--- config.mk ---
export PLATFORM = sky130hd
export DESIGN_NAME = bip_core
export DESIGN_NICKNAME = d
export VERILOG_FILES = /design/src/rtl/bip_core.sv
export SDC_FILE = /design/constraint.sdc
export NUM_CORES = 1
export LEC_CHECK = 0
export BUFFER_PORTS_ARGS = -buffer_cell sky130_fd_sc_hd__buf_2
export CORE_ASPECT_RATIO = 0.6
export CORE_MARGIN = 3
export CORE_UTILIZATION = 49
export DETAILED_ROUTE_END_ITERATION = 7
export PLACE_DENSITY = 0.75
export SLEW_MARGIN = 20
export SYNTH_ARGS = -nofsm -noshare
export SYNTH_HDL_FRONTEND = slang
export SYNTH_SLANG_ARGS = --single-unit
--- constraint.sdc ---
create_clock -name i_clk -period 3.3 [get_ports i_clk]
set_clock_uncertainty 0.1 [all_clocks]
set_input_delay 0.165 -clock i_clk [delete_from_list [all_inputs] [get_ports i_clk]]
set_output_delay 0.165 -clock i_clk [all_outputs]
set_load 0.02 [all_outputs]
--- src/rtl/bip_core.sv ---
// bip_core: multi-cycle accumulator CPU with start/halt control and a
// saturating cycle counter for program benchmarking.
module bip_core #(
    parameter int unsigned DBITS = 16,
    parameter int unsigned IBITS = 16,
    parameter int unsigned ADDR  = 11,
    parameter int unsigned CBITS = 32
) (
    input  logic             i_clk,
    input  logic             i_rst,
    input  logic             i_start,
    input  logic [IBITS-1:0] i_instdata,
    input  logic [DBITS-1:0] i_data_dm,
    output logic [ADDR-1:0]  o_addr_pm,
    output logic [ADDR-1:0]  o_addr_dm,
    output logic             o_Rd,
    output logic             o_Wr,
    output logic [DBITS-1:0] o_data_dm,
    output logic [DBITS-1:0] o_acc,
    output logic             o_done,
    output logic [CBITS-1:0] o_cycles
);

    localparam int unsigned OPW = 5;

    localparam logic [OPW-1:0] OP_HLT  = 5'b00000;
    localparam logic [OPW-1:0] OP_STO  = 5'b00001;
    localparam logic [OPW-1:0] OP_LD   = 5'b00010;
    localparam logic [OPW-1:0] OP_LDI  = 5'b00011;
    localparam logic [OPW-1:0] OP_ADD  = 5'b00100;
    localparam logic [OPW-1:0] OP_ADDI = 5'b00101;
    localparam logic [OPW-1:0] OP_SUB  = 5'b00110;
    localparam logic [OPW-1:0] OP_SUBI = 5'b00111;

    localparam logic [CBITS-1:0] CYC_MAX = {CBITS{1'b1}};

    typedef enum logic [1:0] {
        ST_IDLE,
        ST_FETCH,
        ST_EXEC,
        ST_HALT
    } state_e;

    state_e             state_q, state_d;
    logic [ADDR-1:0]    pc_q, pc_d;
    logic [DBITS-1:0]   acc_q, acc_d;
    logic [CBITS-1:0]   cyc_q, cyc_d;

    logic [OPW-1:0]     opcode;
    logic [ADDR-1:0]    operand;
    logic [DBITS-1:0]   imm;
    logic               rd_c;
    logic               wr_c;
    logic [ADDR-1:0]    addr_dm_c;

    // Instruction field split; immediate is the sign-extended operand.
    assign opcode  = i_instdata[IBITS-1 -: OPW];
    assign operand = i_instdata[ADDR-1:0];
    assign imm     = DBITS'($signed(operand));

    // State, PC, accumulator and cycle counter registers.
    always_ff @(posedge i_clk) begin
        if (!i_rst) begin
            state_q <= ST_IDLE;
            pc_q    <= '0;
            acc_q   <= '0;
            cyc_q   <= '0;
        end else begin
            state_q <= state_d;
            pc_q    <= pc_d;
            acc_q   <= acc_d;
            cyc_q   <= cyc_d;
        end
    end

    // Sequencing, decode/execute and data-memory strobes.
    always_comb begin
        state_d   = state_q;
        pc_d      = pc_q;
        acc_d     = acc_q;
        cyc_d     = cyc_q;
        rd_c      = 1'b0;
        wr_c      = 1'b0;
        addr_dm_c = '0;

        if ((state_q == ST_FETCH || state_q == ST_EXEC) && cyc_q != CYC_MAX) begin
            cyc_d = cyc_q + CBITS'(1);
        end

        case (state_q)
            ST_IDLE: begin
                if (i_start) begin
                    state_d = ST_FETCH;
                end
            end
            ST_FETCH: begin
                state_d = ST_EXEC;
            end
            ST_EXEC: begin
                addr_dm_c = operand;
                state_d   = ST_FETCH;
                pc_d      = pc_q + ADDR'(1);
                case (opcode)
                    OP_HLT: begin
                        state_d = ST_HALT;
                        pc_d    = pc_q;
                    end
                    OP_STO:  wr_c = 1'b1;
                    OP_LD: begin
                        rd_c  = 1'b1;
                        acc_d = i_data_dm;
                    end
                    OP_LDI:  acc_d = imm;
                    OP_ADD: begin
                        rd_c  = 1'b1;
                        acc_d = acc_q + i_data_dm;
                    end
                    OP_ADDI: acc_d = acc_q + imm;
                    OP_SUB: begin
                        rd_c  = 1'b1;
                        acc_d = acc_q - i_data_dm;
                    end
                    OP_SUBI: acc_d = acc_q - imm;
                    default: ;
                endcase
            end
            ST_HALT: ;
            default: state_d = ST_IDLE;
        endcase
    end

    assign o_addr_pm = pc_q;
    assign o_addr_dm = addr_dm_c;
    assign o_Rd      = rd_c;
    assign o_Wr      = wr_c;
    assign o_data_dm = acc_q;
    assign o_acc     = acc_q;
    assign o_done    = (state_q == ST_HALT);
    assign o_cycles  = cyc_q;

endmodule

Yosys cells after proc, flatten, opt, wreduce, memory -nomap -nowiden
Cells that the tools add are included.
Cells by class
  eq/ne operators: 12
  reduce and logical (&&, ||, !) cells: 10
  mux-type cells: 9
  $add $sub $neg: 6
  bitwise operators: 1
Operator list (number)
  $pmux 16 s6: 1
  $add 16x16->16: 2
  $add 32x1->32 const B: 1
  $ne 32x32->1 const B: 1
  $sub 16x16->16: 2
  $eq 5x3->1 const B: 4
  $add 11x1->11 const B: 1
  $mux 11: 1
  $eq 5x2->1 const B: 2
  $pmux 2 s3: 1
  $reduce_and 2->1: 3
  $reduce_bool 6->1: 1
  $eq 5x1->1 const B: 1
  $logic_not 5->1: 1
  $eq 2x2->1 const B: 2
  $mux 1: 4
  $mux 2: 2
  $reduce_bool 3->1: 1
  $reduce_or 3->1: 1
  $eq 2x1->1 const B: 1
  $logic_not 2->1: 1
  $ne 2x2->1 const B: 1
  $logic_and 1x1->1: 1
  $logic_or 1x1->1: 1
  $not 1->1: 1
Storage, ports and cells
  register bits after elaboration: 61
  bits of input ports: 35

Logic depth before layout (Yosys ltp)
  word-level depth: 4
  depth in mapped cells: 18
  gate-level depth less buffers: 17

Worst setup path before layout
No wires, ideal clock.
  path type: input -> register
  start: input port i_instdata[14]
  end: register acc_q[10] (netlist: o_acc[10])
  data arrival time: 3.054 ns
  buffers on the path: 3
  path slack: 0.024 ns
  data required time: 3.078 ns
  library setup time: 0.122 ns
  stages on the path: 14
  cells stage by stage: nor2_1 -> and2_1 -> clkbuf_1 -> clkbuf_1 -> clkbuf_1 -> o221ai_1 -> fa_1 -> a211oi_1 -> o21ai_0 -> and2_1 -> a31oi_1 -> xnor2_1 -> a221oi_1 -> nor2_1
On the way
  word-level cells in the longest chain between the ends: 3
  elaborated cells on any way between the ends: 9
  those cells by class: eq/ne: 6; mux: 1; reduce/logical: 2
RTL lines
  start, declared: line 12  | input logic [IBITS-1:0] i_instdata,
  $eq 5x3->1 / $eq 5x2->1 (equally long branches): line 103  | case (opcode)
  $reduce_bool 6->1 (no source line)
  $reduce_and 2->1 (no source line)
  end signal, assigned: line 66  | acc_q <= '0;
  end signal, assigned: line 71  | acc_q <= acc_d;
  end, declared: line 46  | logic [DBITS-1:0] acc_q, acc_d;
Several ways; a longest one is shown, not always the timed one.
A chain may end at the register's enable or synchronous reset.

Worst setup path after layout
  start: input port i_instdata[6]
  end: register acc_q[15] (netlist: o_acc[15])
On the way
  word-level cells in the longest chain between the ends: 2
  elaborated cells on any way between the ends: 3
  those cells by class: add/sub: 2; mux: 1
RTL lines (line)
  $sub 16x16->16 / $add 16x16->16 (equally long branches): 123, 118
  $pmux 16 s6 *: 103
Mark *: on every way between the ends. The rest lies on a longest branch, timed or not.

==> results by group <==
Critical path
  • Critical Path, Cell by Cell: buf_2 -> or4_4 -> buf_4 -> nor3_4 -> o21a_1 -> o21ai_2 -> a22o_1 -> a32oi_1 -> ha_1 -> a211oi_1 -> nor2_1 -> mux2i_1 -> a221oi_1 -> nand2_1 -> xor2_1 -> o2bb2ai_1
  • Slowest Stage Delay on Critical Path: around 0.57 ns
  • Number of buffers and inverters on the critical path: 2
  • Crit path DAT: between 3 and 4 ns
  • Crit path max fanout: 6
  • Req. time, crit path: approximately 3.4 ns
  • Family with the most delay on the worst path: compound AO/OA/AOI/OAI gates
  • Critical Path End Type: register
  • Crit Path Class: input pin to register
  • CP max-delay cell: or4_4
  • Crit path launch type: input pin

Synth
  • Top_reg_cell synth: dfxtp_1
  • Synth async-reset ratio: 0%
  • Synth Net Count: 691
  • Area share of the largest cell type after synthesis: approximately 25%
  • Synth top cells by count: 61 x dfxtp_1, 53 x o21ai_0, 49 x nand2_1, 48 x nor2_1, 42 x and2_1
  • Syn. warnings: 0
  • Largest cells by area after synthesis: dfxtp_1 25%, ha_1 6.2%, o21ai_0 5.4%
  • Netlist Area Pre-Place: between 0.004 and 0.005 mm²
  • Syn_area_per_cell: just under 8 µm²
  • EDFF count, synth: 0
  • Seq cells post-synth: 61
  • Number of cells produced by synthesis: roughly 630
  • Register area share after synthesis: about a quarter
  • Yosys top cell by area: dfxtp_1
  • Most frequent cell after synthesis: dfxtp_1
  • Unique masters post-synth: 67

Place
  • Post-DP HPWL: approximately 12000 µm
  • Placement Cell Area: 0.00582 mm²
  • GP Congestion: 0.986
  • IO buf count: between 100 and 150

Clock network
  • # H-tree levels: 3
  • Clock buffer depth: 2
  • Clk sinks: approximately 60
  • CTS Buf Count: 9
  • CTS tree: yes
  • Clock Root Buffer: clkbuf_16
  • Worst-path clk slew: ~0.05 ns
  • Hold_buf cts: 0
  • Worst-skew pair later-pin latency: 0.32 ns

GRT
  • Vias in the first global route: 4831
  • First-pass GRT wire length: 24100 µm
  • GRT Overall Usage: around a quarter
  • Initial antenna violation count: 0
  • Pin count of the biggest net entering global routing: between 40 and 50
  • Grt ovf: 0

Hold path
  • Worst hold path type: input pin to register

Pwr
  • Pleak: between 2 and 3 nW
  • Peak supply drop: 0.311 mV
  • Pwr dens: roughly 370 mW/mm²

Route
  • Final wirelength: ~15000 µm
  • DR vias: approximately 5200
  • Remaining DRCs: 0
  • Starting DRT DRC Count: 431
  • Via/cell ratio: 5.77
  • Pre-antenna DRT Iters: 5
  • Post-route ant nets: 0
  • Wirelength per Cell: around 16 µm

Die
  • Die height: roughly 83 µm
  • Row cnt: 27
  • Die Area: approximately 0.011 mm²
  • Core area: around 0.0094 mm²
  • Boundary pin count: 124
  • Initial Utilization: about half
  • Horiz. Die Dim: between 100 and 150 µm

Timing
  • Hold slack: between 0.03 and 0.04 ns
  • RSZ-0062 raised after global routing: no
  • Slew @ Worst Pin: about 1.1 ns
  • Final Hold Viols: 0
  • Final min period: around 3.2 ns
  • Period utilization: 96.8%
  • Relative slew slack: a little under 30%
  • Max-slew violation count: 0
  • Fmax: 313 MHz
  • Final setup viols: 0

Cells and area
  • Syn-to-layout area delta: 25.5%
  • Ant. Diodes: 0
  • Layout cells sized above 1: 27.2%
  • Final Net Count: 834
  • Design area: approximately 0.0061 mm²
  • Filler Cells Inserted: about 830

Job
  • Max cap viols: 0

Outcome
  • Status: finished clean
-- cell usage in the layout (no fill, tap or decap), types with 14 or more instances in the layout --
cell / instances
buf_2: 123
dfxtp_1: 61
buf_4: 53
o21ai_0: 50
nand2_1: 49
nor2_1: 47
and2_1: 42
a21oi_1: 36
xnor2_1: 28
ha_1: 24
inv_1: 22
or3_1: 18
xor2_1: 17
mux2i_1: 15
nand3_1: 14
-- timing repair --
action | 4_1_cts | 5_1_grt
setup buffers | 0 | 0
gates resized for setup | 0 | 6
setup endpoints to repair | 0 | 5
-- flip-flops by register name, summed over array words and instances (netlist names) --
signal and count:
o_cycles 32, o_acc 16, o_addr_pm 11, state_q 2
-- through the flow --
stage               cells  util [%]  TNS (ns)  setup slack (ns)  total power, W
floorplan             631         -         0            0.0240         0.00114
global placement      893      61.7    -0.294            -0.112         0.00130
detailed placement    893      61.7    -0.651            -0.159         0.00132
CTS                   909      64.9         0             0.169         0.00225
global route          909      65.0         0            0.0112         0.00235
finish                909      65.0         0             0.105         0.00225
-- where the power goes --
| group | switching [W] | internal [W] |
|---|---|---|
| Combinational | 0.000307 | 0.000224 |
| Sequential | 0.0000293 | 0.000761 |
| Clock | 0.000322 | 0.000602 |
| Total | 0.000658 | 0.00159 |
-- tightest hold or removal path, stage by stage --
cell and delay [ns]:
buf_2 0.12, nand2_1 0.06, a21oi_1 0.06
-- path summary, 6_finish.rpt --
check | startpoint | to | slack, ns | cells past startpoint
worst max-delay path | i_instdata[6] | o_acc[15] | 0.11 | 16
worst min-delay path | i_data_dm[1] | o_acc[1] | 0.03 | 3
worst max register to register | o_acc[0] | o_acc[10] | 0.60 | 12
worst min register to register | o_cycles[31] | o_cycles[31] | 0.41 | 2
-- layout make-up --
class	instances	area (µm²)	area share (%)
inverter	23	86.3	1.41
timing repair buffer	176	1010	16.5
clock inverter	4	47.5	0.776
multi-input combinational	503	3350	54.7
sequential	61	1220	19.9
tap	130	163	2.66
clock buffer	12	246	4.02
-- routing by layer --
layer  routed length, µm  global-route usage [%]
met1                7170                    38.6
met4                 106                    3.88
met3                1230                    5.75
met5                   0                       0
met2                6300                    38.8
-- kinds of logic after synthesis --
| kind of cell | synth area share [%] |
|---|---|
| AOI/OAI and AO/OA | 23.9 |
| xor gates and xnor gates | 8.08 |
| and+or+nand+nor | 26.7 |
| adders and majority gates | 6.56 |
| muxes | 3.08 |
| buffers and inverters | 6.62 |
| DFF | 25.0 |
Power figures use the tool's default switching activity.
